$ cat src/rtl/vga_scanout_pkg.sv
// Shared definitions for the VGA scan-out block: 640x480@60 timing defaults,
// total-period derivation and VRAM-pixel to RGB444 expansion.
package vga_scanout_pkg;

   localparam int DEF_H_ACTIVE = 32'sd640;
   localparam int DEF_H_FP     = 32'sd16;
   localparam int DEF_H_SYNC   = 32'sd96;
   localparam int DEF_H_BP     = 32'sd48;
   localparam int DEF_V_ACTIVE = 32'sd480;
   localparam int DEF_V_FP     = 32'sd10;
   localparam int DEF_V_SYNC   = 32'sd2;
   localparam int DEF_V_BP     = 32'sd33;

   // Full period of one axis: visible + front porch + sync + back porch.
   function automatic int calc_total(input int act, input int fp, input int sync, input int bp);
      return act + fp + sync + bp;
   endfunction

   // Expand a packed VRAM pixel (zero-extended to 12 bits) into {R,G,B} nibbles.
   function automatic logic [11:0] expand_rgb444(input logic [11:0] data, input int bpp);
      logic [11:0] rgb;
      rgb = 12'h000;
      case (bpp)
         32'sd3:  rgb = {{4{data[2]}}, {4{data[1]}}, {4{data[0]}}};
         32'sd6:  rgb = {{2{data[5:4]}}, {2{data[3:2]}}, {2{data[1:0]}}};
         32'sd12: rgb = data;
         default: rgb = 12'h000;
      endcase
      return rgb;
   endfunction

endpackage

$ cat src/rtl/vga_scanout_timing.sv
// Raster timing for vga_scanout: horizontal/vertical counters, active-area,
// sync and vblank decode, plus the strobes that pace the VRAM pointer.
// Build option: VGA_SCANOUT_DOUBLE_EN selects 2x2 pixel replication cadence.
module vga_timing
   import vga_scanout_pkg::*;
#(
   parameter int H_ACTIVE = DEF_H_ACTIVE,
   parameter int H_FP     = DEF_H_FP,
   parameter int H_SYNC   = DEF_H_SYNC,
   parameter int H_BP     = DEF_H_BP,
   parameter int V_ACTIVE = DEF_V_ACTIVE,
   parameter int V_FP     = DEF_V_FP,
   parameter int V_SYNC   = DEF_V_SYNC,
   parameter int V_BP     = DEF_V_BP,
   parameter int HW       = 32'sd10,
   parameter int VW       = 32'sd10
) (
   input  logic clk,
   input  logic reset,
   output logic active,
   output logic hsync,
   output logic vsync,
   output logic vblank,
   output logic vblank_start,
   output logic frame_start,
   output logic frame_end,
   output logic ptr_step,
   output logic ptr_rewind,
   output logic ptr_save
);

   localparam int H_TOTAL = calc_total(H_ACTIVE, H_FP, H_SYNC, H_BP);
   localparam int V_TOTAL = calc_total(V_ACTIVE, V_FP, V_SYNC, V_BP);

   logic [HW-1:0] hcnt_r;
   logic [VW-1:0] vcnt_r;
   logic          h_last_s;
   logic          v_last_s;
   logic          line_end_s;

   // Raster position: hcnt wraps every line, vcnt steps on each hcnt wrap.
   always_ff @(posedge clk) begin
      if (reset) begin
         hcnt_r <= '0;
         vcnt_r <= '0;
      end else if (h_last_s) begin
         hcnt_r <= '0;
         if (v_last_s) begin
            vcnt_r <= '0;
         end else begin
            vcnt_r <= vcnt_r + VW'(1);
         end
      end else begin
         hcnt_r <= hcnt_r + HW'(1);
      end
   end

   // Decode region, sync windows, frame markers and pointer pacing from the counters.
   always_comb begin
      h_last_s     = (hcnt_r == HW'(H_TOTAL - 1));
      v_last_s     = (vcnt_r == VW'(V_TOTAL - 1));
      active       = (hcnt_r < HW'(H_ACTIVE)) && (vcnt_r < VW'(V_ACTIVE));
      line_end_s   = (hcnt_r == HW'(H_ACTIVE - 1));
      hsync        = (hcnt_r >= HW'(H_ACTIVE + H_FP)) && (hcnt_r < HW'(H_ACTIVE + H_FP + H_SYNC));
      vsync        = (vcnt_r >= VW'(V_ACTIVE + V_FP)) && (vcnt_r < VW'(V_ACTIVE + V_FP + V_SYNC));
      vblank       = (vcnt_r >= VW'(V_ACTIVE));
      vblank_start = (hcnt_r == '0) && (vcnt_r == VW'(V_ACTIVE));
      frame_start  = (hcnt_r == '0) && (vcnt_r == '0);
      frame_end    = h_last_s && v_last_s;
`ifdef VGA_SCANOUT_DOUBLE_EN
      // Step on odd pixels; an even line rewinds to its base so the next
      // display line repeats it, an odd line moves the base forward.
      ptr_rewind   = active && line_end_s && !vcnt_r[0];
      ptr_save     = active && line_end_s && vcnt_r[0];
      ptr_step     = active && hcnt_r[0] && !ptr_rewind;
`else
      ptr_rewind   = 1'b0;
      ptr_save     = 1'b0;
      ptr_step     = active && (line_end_s || !line_end_s);
`endif
   end

endmodule

$ cat src/rtl/vga_scanout.sv
// VGA scan-out top: VRAM address pointer, per-frame enable latch, the
// two-stage address->data->colour pipeline and colour expansion.
// Build option: VGA_SCANOUT_DOUBLE_EN shows each VRAM pixel as 2x2 display pixels.
module vga_scanout
   import vga_scanout_pkg::*;
#(
   parameter int   H_ACTIVE = DEF_H_ACTIVE,
   parameter int   H_FP     = DEF_H_FP,
   parameter int   H_SYNC   = DEF_H_SYNC,
   parameter int   H_BP     = DEF_H_BP,
   parameter int   V_ACTIVE = DEF_V_ACTIVE,
   parameter int   V_FP     = DEF_V_FP,
   parameter int   V_SYNC   = DEF_V_SYNC,
   parameter int   V_BP     = DEF_V_BP,
   parameter int   BPP      = 32'sd3,
   parameter int   ADDR_W   = 32'sd16,
   parameter logic HS_POL   = 1'b0,
   parameter logic VS_POL   = 1'b0
) (
   input  logic              CLK,
   input  logic              I_RESET,
   input  logic              I_ENABLE,
   output logic [ADDR_W-1:0] O_VRAM_ADDR,
   input  logic [BPP-1:0]    I_VRAM_DATA,
   output logic              O_HSYNC,
   output logic              O_VSYNC,
   output logic [3:0]        O_VIDEO_R,
   output logic [3:0]        O_VIDEO_G,
   output logic [3:0]        O_VIDEO_B,
   output logic              O_VBLANK,
   output logic              O_VBLANK_START
);

   localparam int HW = $clog2(calc_total(H_ACTIVE, H_FP, H_SYNC, H_BP));
   localparam int VW = $clog2(calc_total(V_ACTIVE, V_FP, V_SYNC, V_BP));

   logic              active_s;
   logic              hsync_s;
   logic              vsync_s;
   logic              vblank_s;
   logic              vblank_start_s;
   logic              frame_start_s;
   logic              frame_end_s;
   logic              ptr_step_s;
   logic              ptr_rewind_s;
   logic              ptr_save_s;

   logic [ADDR_W-1:0] ptr_r;
   logic [ADDR_W-1:0] base_r;
   logic              en_r;
   logic              en_frame_s;

   logic              vis1_r;
   logic              hs1_r;
   logic              vs1_r;
   logic              vb1_r;
   logic              vbs1_r;
   logic              hs2_r;
   logic              vs2_r;
   logic              vb2_r;
   logic              vbs2_r;
   logic [11:0]       rgb_s;
   logic [11:0]       rgb_r;

   vga_timing #(
      .H_ACTIVE(H_ACTIVE), .H_FP(H_FP), .H_SYNC(H_SYNC), .H_BP(H_BP),
      .V_ACTIVE(V_ACTIVE), .V_FP(V_FP), .V_SYNC(V_SYNC), .V_BP(V_BP),
      .HW(HW), .VW(VW)
   ) u_timing (
      .clk          (CLK),
      .reset        (I_RESET),
      .active       (active_s),
      .hsync        (hsync_s),
      .vsync        (vsync_s),
      .vblank       (vblank_s),
      .vblank_start (vblank_start_s),
      .frame_start  (frame_start_s),
      .frame_end    (frame_end_s),
      .ptr_step     (ptr_step_s),
      .ptr_rewind   (ptr_rewind_s),
      .ptr_save     (ptr_save_s)
   );

   // VRAM pointer: cleared for the next frame, otherwise rewound or stepped;
   // natural ADDR_W overflow gives the modulo wrap.
   always_ff @(posedge CLK) begin
      if (I_RESET) begin
         ptr_r  <= '0;
         base_r <= '0;
      end else if (frame_end_s) begin
         ptr_r  <= '0;
         base_r <= '0;
      end else if (ptr_rewind_s) begin
         ptr_r  <= base_r;
      end else if (ptr_step_s) begin
         ptr_r  <= ptr_r + ADDR_W'(1);
         if (ptr_save_s) begin
            base_r <= ptr_r + ADDR_W'(1);
         end
      end
   end

   // Enable in force this clock: I_ENABLE on the first clock of a frame, else the latched value.
   always_comb begin
      if (frame_start_s) begin
         en_frame_s = I_ENABLE;
      end else begin
         en_frame_s = en_r;
      end
   end

   // Hold the frame's enable decision until the next frame start.
   always_ff @(posedge CLK) begin
      if (I_RESET) begin
         en_r <= 1'b0;
      end else begin
         en_r <= en_frame_s;
      end
   end

   // Colour for the pixel whose data is arriving now; black when blanked or disabled.
   always_comb begin
      if (vis1_r) begin
         rgb_s = expand_rgb444(12'(I_VRAM_DATA), BPP);
      end else begin
         rgb_s = 12'h000;
      end
   end

   // Two-stage delay line keeping syncs/blanking aligned with registered colour.
   always_ff @(posedge CLK) begin
      if (I_RESET) begin
         vis1_r <= 1'b0;
         hs1_r  <= ~HS_POL;
         vs1_r  <= ~VS_POL;
         vb1_r  <= 1'b0;
         vbs1_r <= 1'b0;
         hs2_r  <= ~HS_POL;
         vs2_r  <= ~VS_POL;
         vb2_r  <= 1'b0;
         vbs2_r <= 1'b0;
         rgb_r  <= 12'h000;
      end else begin
         vis1_r <= active_s && en_frame_s;
         hs1_r  <= hsync_s ? HS_POL : ~HS_POL;
         vs1_r  <= vsync_s ? VS_POL : ~VS_POL;
         vb1_r  <= vblank_s;
         vbs1_r <= vblank_start_s;
         hs2_r  <= hs1_r;
         vs2_r  <= vs1_r;
         vb2_r  <= vb1_r;
         vbs2_r <= vbs1_r;
         rgb_r  <= rgb_s;
      end
   end

   assign O_VRAM_ADDR    = ptr_r;
   assign O_HSYNC        = hs2_r;
   assign O_VSYNC        = vs2_r;
   assign O_VBLANK       = vb2_r;
   assign O_VBLANK_START = vbs2_r;
   assign O_VIDEO_R      = rgb_r[11:8];
   assign O_VIDEO_G      = rgb_r[7:4];
   assign O_VIDEO_B      = rgb_r[3:0];

endmodule
$ cat config.mk
export PLATFORM = sky130hd
export DESIGN_NAME = vga_scanout
export DESIGN_NICKNAME = d
export VERILOG_FILES = /design/src/rtl/vga_scanout_pkg.sv /design/src/rtl/vga_scanout_timing.sv /design/src/rtl/vga_scanout.sv
export SDC_FILE = /design/constraint.sdc
export NUM_CORES = 1
export LEC_CHECK = 0
export CAP_MARGIN = 40
export CORE_UTILIZATION = 47
export CTS_CLUSTER_DIAMETER = 50
export DETAILED_ROUTE_END_ITERATION = 10
export DONT_BUFFER_PORTS = 1
export PLACE_DENSITY = 0.71
export SYNTH_ARGS = -nofsm -noshare
export SYNTH_HDL_FRONTEND = slang
export SYNTH_SLANG_ARGS = --single-unit
$ cat constraint.sdc
create_clock -name CLK -period 1.93 [get_ports CLK]
set_input_delay 0.2895 -clock CLK [delete_from_list [all_inputs] [get_ports CLK]]
set_output_delay 0.2895 -clock CLK [all_outputs]
set_load 0.1 [all_outputs]
## Word-level counts from Yosys, hierarchy flattened

Cells that the tools add are included.

- Output and inout port bits: 32
- Flip-flop bits (word level): 55
- Logic and storage cells: 44
- Input port bits: 6

- $lt $le $gt $ge: 7
- Mux-type cells: 4
- Equality and inequality tests: 3
- Bitwise gates (word level): 1
- Reductions and logical operators: 12
- $add $sub $neg: 3

Operators with widths:

| cell | number |
|---|---|
| $add 10x1->10 const B | 2 |
| $eq 10x10->1 const B | 2 |
| $ge 10x9->1 const B | 2 |
| $logic_not 10->1 | 2 |
| $lt 10x10->1 const B | 2 |
| $lt 10x9->1 const B | 2 |
| $add 16x1->16 const B | 1 |
| $eq 10x9->1 const B | 1 |
| $ge 10x10->1 const B | 1 |
| $mux 10 | 1 |
| $logic_and 1x1->1 | 7 |
| $reduce_or 2->1 | 3 |
| $mux 1 | 3 |
| $not 1->1 | 1 |

## Longest topological paths before layout

- Depth after elaboration: 4
- Depth in mapped cells: 8
- Gate-level depth less buffers: 6

## Modules after synthesis

Synthesis repeated with hierarchy kept, for this count alone.

- Cells, all modules: 368
- Area total of the unflattened synthesis: 3145.5 um2

Modules (own cells, without submodules):

| module | sequential area each (um2) | times used | area an instance (um2) | cells each |
|---|---|---|---|---|
| vga_scanout | 900.9 | 1 | 2011.9 | 228 |
| vga_timing | 400.4 | 1 | 1133.6 | 140 |

## Least setup slack after synthesis

Ideal clock, no wire load.

- Kind: register to register
- Start: register ptr_r[3], in the netlist O_VRAM_ADDR[3]
- End: register ptr_r[10], in the netlist O_VRAM_ADDR[10]
- Required time: 1.860 ns
- Slack: -0.349 ns
- Buffers on the path: 1
- Arrival: 2.210 ns
- Clock period less this slack: 2.279 ns
- Stages on the path, launching flop included: 6
- Setup time: 0.070 ns
- Cells stage by stage: dfxtp_1 > and4_1 > buf_1 > nand4_1 > or3_1 > a21oi_1

- Longest elaborated chain between the ends: 1

RTL lines:

| item | line | text |
|---|---|---|
| from (decl) | vga_scanout.sv:48 | `logic [ADDR_W-1:0] ptr_r;` |
| from (signal assigned) | vga_scanout.sv:94 | `ptr_r <= base_r;` |
| from (signal assigned) | vga_scanout.sv:96 | `ptr_r <= ptr_r + ADDR_W'(1);` |
| $add 16x1->16 | - |  |

Every way passes these cells.
A chain may end at the register's enable or synchronous reset.

## Worst setup path in the final report

- Start: register u_timing.vcnt_r[6]
- End: register ptr_r[13], in the netlist O_VRAM_ADDR[13]

- Longest elaborated chain between the ends: 3
- Elaborated cells on any way between the ends: 5
- Those cells by class: order compare: 1; eq/ne: 1; reduce/logical: 3

RTL lines:

| item | line | text |
|---|---|---|
| from (decl) | vga_scanout_timing.sv:36 | `logic [VW-1:0] vcnt_r;` |
| from (signal assigned) | vga_scanout_timing.sv:51 | `vcnt_r <= vcnt_r + VW'(1);` |
| parallel branches: the longest is 3 deep, another holds $lt 10x9->1 | - |  |

Parallel ways; which one is timed is not known.

==> results.txt <==
----------------------------------------------------
[Power and ir drop]
  Tot Pwr ... 1.85 mW
  Leakage power figure ... 1.03 nW
  Total power per unit cell area ... 681 mW/mm²
  Peak VDD IR ... 0.381 mV

[Worst setup path]
  Worst Reg2Reg Path Length in Cells ... 5
  Type of the worst setup path ... reg2reg
  Critical path data required time ... 2.13 ns
  Worst R2R End ... O_VRAM_ADDR[13]$_SDFFE_PP0P_
  Register-to-register setup slack ... -0.0003 ns
  Startpoint class of the critical path ... register
  Worst path arrival time ... 2.13 ns
  Worst Path Max Fanout ... 6
  Beginning of the worst register-to-register path ... u_timing.vcnt_r[6]$_SDFFE_PP0P_
  Sort of element at the end of the critical path ... register

[STA]
  Max-slew violation total from the final report ... 0
  Setup TNS ... -0.000282 ns
  Final Skew ... 0.00545 ns
  Hold Worst Slack ... 0.0356 ns
  Final Hold Viols ... 0
  Max Freq ... 518 MHz
  Headroom to the max-slew limit ... 0.735
  Post-route worst setup slack ... -0.000282 ns
  Post-route fraction of the period consumed by the critical path ... 1.00
  Setup violators final ... 1
  RSZ-0062 raised after global routing ... true
  Transition time of the tightest slew-check pin ... 0.394 ns
  Minimum clock period after layout ... 1.93 ns

[Routing]
  Antenna-violating nets left ... 0
  Routed wire length per instance ... 14.1 µm
  DRC violation total after the first TritonRoute iteration ... 125
  Vias after detailed routing ... 1911
  Vias/cell ... 5.67
  Number of design rule violations left after detail routing ... 10
  Pre-Repair DR Iteration Count ... 7
  Sum of routed wire length over all layers ... 4750 µm

[Clocking]
  Bufs on Longest Clock Path ... 2
  Number of buffers inserted for hold repair after clock tree synthesis ... 0
  Clk sink count ... 49
  Post-cts sizing count ... 0
  Clock-pin transition on the worst setup and hold timing paths ... 0.09 ns
  Root Driver ... sky130_fd_sc_hd__clkbuf_8
  Number of buffers created by CTS ... 5
  Maximum level of the CTS H-tree ... 2
  Later-pin clock latency in the skew report ... 0.31 ns
  Number of post-CTS setup repair buffers ... 0
  Clock tree from TritonCTS ... built

[Global routing]
  Overflow left after global routing ... 0
  First-pass GRT wire length ... 7770 µm
  Antenna violations before repair ... 0
  All-layer global routing usage ... 0.198
  Number of global-route vias before repair ... 1693
  Largest net degree at the start of global routing ... 23

[Floorplanning]
  Placeable core region ... 0.00444 mm²
  Number of I/O pins ... 38
  Die boundary height ... 70.6 µm
  Die Outline Area ... 0.00498 mm²
  Initial cell density of the core ... 0.497
  Site Rows ... 24
  Horizontal die dimension ... 70.6 µm

[Synthesis]
  Netlist cell types ... 41
  Gate Count Post-Synth ... 248
  Total nets after synthesis ... 259
  Fraction of the yosys area taken by sequential cells ... 0.444
  Mean area per synthesized cell ... 8.91 µm²
  Post-synthesis register bit count ... 49
  Count of synthesis-stage warnings from yosys ... 0
  Number of enable flip-flop cells after synthesis ... 0
  Post-Synthesis Cell Area ... 0.00221 mm²
  Dominant synthesized flop cell ... sky130_fd_sc_hd__dfxtp_1
  Async set-or-reset flop fraction in the synthesized netlist ... 0

[Finish]
  Final Instance Area ... 0.00271 mm²
  Register area ... 0.00101 mm²
  Area used by multi-input combinational logic ... 0.00110 mm²
  Area growth from synthesis to layout ... 22.6%
  Final cell count without fillers ... 337
  Commonest cells after routing, fill and taps aside ... 41 x sky130_fd_sc_hd__buf_4, 32 x sky130_fd_sc_hd__dfxtp_1, 25 x sky130_fd_sc_hd__nor2_1
  Number of diodes added for antenna fixing ... 0
  Number of nets in the final layout ... 295
  Fill cells ... 378
  Share of the core filled with cells ... 0.610
  Fraction of final layout cells sized beyond drive strength 1 ... 0.291
  Commonest non-fill, non-tap cell in the layout ... sky130_fd_sc_hd__buf_4

[Run]
  Count of max-cap constraint violations ... 0

[Place]
  Last weighted congestion value of the routability-driven placer ... 0.817
  Number of placed instances with taps included ... 327
  Detailed placer's ending HPWL ... 3250 µm
  Buffers on Ports ... 0
  Placement-stage worst setup slack ... 0.0369 ns
  Placed instance area ... 0.00257 mm²

[Min path]
  Endpoint with the worst hold slack ... u_timing.hcnt_r[2]$_SDFF_PP0_
  Hold Startpoint ... I_RESET
  Worst Hold Path Cells ... 1
  Kind of path behind the tightest hold check ... in2reg

[Status]
  Failing checks ... design-rule violations, negative setup slack
  Status ... finished with violations

----------------------------------------------------
layer usage:
layer  part of all wire  up-vias  wire length, µm  track usage
met5                  0        -                0            0
met4              0.016        0               74       0.0667
met3              0.055        8              263       0.0584
met2               0.46       51             2200        0.312
met1               0.47      905             2220        0.263
li1                   -      947                -            -
sequential cells by signal (all words and copies together) (netlist names):
| register | count |
|---|---|
| u_timing.hcnt_r | 10 |
| rgb_r | 3 |
| hs1_r | 1 |
| O_VRAM_ADDR | 16 |
| vbs1_r | 1 |
| O_HSYNC | 1 |
| vs1_r | 1 |
| vis1_r | 1 |
| O_VSYNC | 1 |
| O_VBLANK_START | 1 |
| vb1_r | 1 |
| u_timing.vcnt_r | 10 |
| en_r | 1 |
| O_VBLANK | 1 |
cells by family (layout without fill, tap and decap cells):
kind of cell,after synthesis,count (layout),share of synthesized area
and+or+nand+nor,117,117,0.290
DFF,49,49,0.444
AOI/OAI and AO/OA,34,34,0.0968
buffers and inverters,23,60,0.0617
xor gates and xnor gates,20,20,0.0792
adders and majority gates,5,5,0.0283
cell usage after synthesis, types with 8 or more instances:
cell type	count	share of area
sky130_fd_sc_hd__xor2_1	12	0.048
sky130_fd_sc_hd__or3_1	8	0.023
sky130_fd_sc_hd__xnor2_1	8	0.032
sky130_fd_sc_hd__dfxtp_1	49	0.44
sky130_fd_sc_hd__buf_4	9	0.031
sky130_fd_sc_hd__nand3_1	19	0.043
sky130_fd_sc_hd__nand4_1	9	0.025
sky130_fd_sc_hd__a21oi_1	15	0.034
sky130_fd_sc_hd__nor2_1	25	0.042
sky130_fd_sc_hd__o21ai_0	8	0.018
sky130_fd_sc_hd__nand2_1	16	0.027
worst max path at each step:
stage | slack, ns | endpoint | from | cells after the start
after floorplan | 0.01 | O_VRAM_ADDR[10]$_SDFFE_PP0P_ | O_VRAM_ADDR[0]$_SDFFE_PP0P_ | 5
after global placement | 0.07 | O_VRAM_ADDR[4]$_SDFFE_PP0P_ | u_timing.vcnt_r[7]$_SDFFE_PP0P_ | 5
after detailed placement | 0.04 | O_VRAM_ADDR[11]$_SDFFE_PP0P_ | u_timing.vcnt_r[7]$_SDFFE_PP0P_ | 5
after CTS | 0.03 | O_VRAM_ADDR[9]$_SDFFE_PP0P_ | u_timing.vcnt_r[7]$_SDFFE_PP0P_ | 5
after global routing | -0.05 | O_VRAM_ADDR[13]$_SDFFE_PP0P_ | u_timing.vcnt_r[6]$_SDFFE_PP0P_ | 5
final | -0.0003 | O_VRAM_ADDR[13]$_SDFFE_PP0P_ | u_timing.vcnt_r[6]$_SDFFE_PP0P_ | 5
final cells by class:
type | instances | area share
clock buffers | 5 | 0.0254
clock inverters | 3 | 0.00831
inverters | 5 | 0.00692
multi-input cells | 176 | 0.407
flip-flops and latches | 49 | 0.372
well taps | 52 | 0.0240
repair buffers | 47 | 0.156
critical path, stage by stage, from the launching register on:
cell,delay [ns]
sky130_fd_sc_hd__dfxtp_2,0.34
sky130_fd_sc_hd__or4_4,0.53
sky130_fd_sc_hd__or4_4,0.45
sky130_fd_sc_hd__o21bai_4,0.27
sky130_fd_sc_hd__clkbuf_16,0.20
sky130_fd_sc_hd__a21oi_1,0.04
report_power, final:
part,switching [mW],leakage (nW),internal [mW]
registers,0.0170,0.405,1.02
clock network,0.364,0.0364,0.255
logic,0.132,0.583,0.0543
(Power assumes the default switching activity.)
==> RTL change: new RTL, same settings <==
Register the inputs `I_ENABLE` and `I_VRAM_DATA` before use, without a reset. The logic sees them one clock later.
--- a/src/rtl/vga_scanout.sv
+++ b/src/rtl/vga_scanout.sv
@@ -33,6 +33,14 @@
 
    localparam int HW = $clog2(calc_total(H_ACTIVE, H_FP, H_SYNC, H_BP));
    localparam int VW = $clog2(calc_total(V_ACTIVE, V_FP, V_SYNC, V_BP));
+
+   logic I_ENABLE_q;
+   logic [BPP-1:0] I_VRAM_DATA_q;
+
+   always_ff @(posedge CLK) begin
+      I_ENABLE_q    <= I_ENABLE;
+      I_VRAM_DATA_q <= I_VRAM_DATA;
+   end
 
    logic              active_s;
    logic              hsync_s;
@@ -103,7 +111,7 @@
    // Enable in force this clock: I_ENABLE on the first clock of a frame, else the latched value.
    always_comb begin
       if (frame_start_s) begin
-         en_frame_s = I_ENABLE;
+         en_frame_s = I_ENABLE_q;
       end else begin
          en_frame_s = en_r;
       end
@@ -121,7 +129,7 @@
    // Colour for the pixel whose data is arriving now; black when blanked or disabled.
    always_comb begin
       if (vis1_r) begin
-         rgb_s = expand_rgb444(12'(I_VRAM_DATA), BPP);
+         rgb_s = expand_rgb444(12'(I_VRAM_DATA_q), BPP);
       end else begin
          rgb_s = 12'h000;
       end
Behaviour: not the same (Yosys sat finds a counterexample within 4 cycles, from zero or initial values and one cycle with I_RESET high).
==> RTL change against the unedited design <==
  * Area after synthesis rose by 8.6%
  * Cell area rose by 1.2%
  * Sequential cell count rose by 4
  * Combinational power fell by 12%
  * Setup slack improved by 0.14 ns
  * Critical endpoint is now O_VRAM_ADDR[8]
  * Wire length fell by 8.3%
  * Largest power group unchanged
  * Total power rose by 2.3%
==> RTL change: results (changes against the unedited design) <==
Synthesis
  – Top cells by area in the synthesized netlist: sky130_fd_sc_hd__dfxtp_1 44%, sky130_fd_sc_hd__xor2_1 5.5%, sky130_fd_sc_hd__buf_4 3.4%
  – Synth cell types: 46 (+12%)
  – Top cell types by occurrence after synthesis: 53 x sky130_fd_sc_hd__dfxtp_1, 18 x sky130_fd_sc_hd__nor2_1, 16 x sky130_fd_sc_hd__nand2_1, 15 x sky130_fd_sc_hd__xor2_1, 11 x sky130_fd_sc_hd__buf_4
  – Post-synthesis adder-cell area fraction: 3.13% (+0.30 points)
  – Post-Syn Area per Cell: 9.60 µm² (+7.7%)
  – Compound-Gate Fraction of Synth Area: 10.6% (+0.90 points)
  – Synthesized netlist net count: 262 (+1.2%)
  – Part of the Yosys area used for sequential elements: 44.2% (-0.18 points)

STA
  – Slew at the pin closest to its max-slew limit: 0.409 ns (+0.0145 ns)
  – Clk_skew: 0.00753 ns (+0.00208 ns)

Layout
  – Fill cells: 474 (+25%)
  – Non-Clock Buffer Area Fraction: 10.8% (-4.9 points)
  – P&R area growth vs syn: 14.3%
  – Buffer count excluding the clock tree in the final layout: 33 (-30%)
  – Layout cells sized above 1: 26.8% (-2.3 points)
  – Total Nets Final: 283 (-4.1%)
  – Layout multi-input combinational cell count: 173 (-1.7%)
  – Number of non-filler instances in the completed layout: 339 (+0.59%)
  – Final sequential cell count: 53 (+8.2%)
  – Design area: 2740 µm² (+1.2%)
  – Clock buffer count: 7 (+2)
  – Multi-input combinational area share: 42.8% (+2.2 points)
  – Layout clock area frac: 3.06% (-0.31 points)

Drt
  – Number of DRC markers after the initial detailed-route iteration: 104 (-17%)
  – Wire length the detailed router placed on met1: 1950 µm (-12%)
  – Detail Route met3 WL: 260 µm (-1.1%)
  – Met2 wire length: 2040 µm (-7.1%)
  – Drt pass-1 iters: 4 (-3)
  – Wire length per cell: 12.8 µm (-8.8%)

Power
  – Logic gate share of total power: 8.7% (-1.4 points)
  – Power consumed by the clock network: 588 µW (-4.9%)
  – LEAKAGE: 0.998 nW (-2.6%)
  – Peak VDD IR: 0.371 mV (-2.7%)

GRT
  – Via count of the first global-routing pass: 1777 (+5.0%)
  – Total GRT Usage: 18.6% (-1.2 points)
  – Pin count of the biggest net entering global routing: 26 (+13%)
  – Global-route wire length before repair: 7650 µm (-1.5%)
  – Met3 Use GR: 4.80% (-1.0 points)
  – Met1 track demand over resource in global routing: 22.9% (-3.4 points)

Status
  – Result of the run: finished clean

Critical path
  – Critical path fanouts, max: 25 (+19)
  – Worst R2R Setup Slack: 0.14 ns (+0.14 ns)
  – Arrival @ worst endpoint: 1.98 ns (-0.15 ns)
  – Endpoint of the worst-slack reg-to-reg timing path: O_VRAM_ADDR[8]
  – FF-to-FF path depth: 4 (-1)

Clocking
  – Hold_buf cts: 4 (+4)

Hold path
  – Number of instances on the worst hold path: 1 (unchanged)

Place
  – Post-DP Area: 2620 µm² (+1.8%)
  – Sum of net half-perimeters after detailed placement: 3120 µm (-4.1%)
  – RePlAce Congestion: 0.779 (-4.7%)
## RTL change: kinds of logic (layout without fill, tap and decap cells)
family / after synthesis / count (layout)
AND/OR/NAND/NOR: 113 / 113
AO/OA/AOI/OAI: 35 / 35
adder cells (fa/ha/maj): 6 / 6
XOR/XNOR: 19 / 19
flip-flops: 53 / 53
buffers and inverters: 24 / 46
## RTL change: how the worst max path moves through the flow
stage / startpoint / to / slack [ns] / cells past startpoint
floorplan: O_VRAM_ADDR[0] / O_VRAM_ADDR[14] / -0.02 / 5
global placement: u_timing.vcnt_r[5] / O_VRAM_ADDR[6] / 0.18 / 4
detailed placement: u_timing.vcnt_r[5] / O_VRAM_ADDR[2] / 0.12 / 4
CTS: u_timing.vcnt_r[5] / O_VRAM_ADDR[2] / 0.11 / 4
global route: u_timing.vcnt_r[5] / O_VRAM_ADDR[8] / 0.000008 / 4
finish: u_timing.vcnt_r[5] / O_VRAM_ADDR[8] / 0.14 / 4
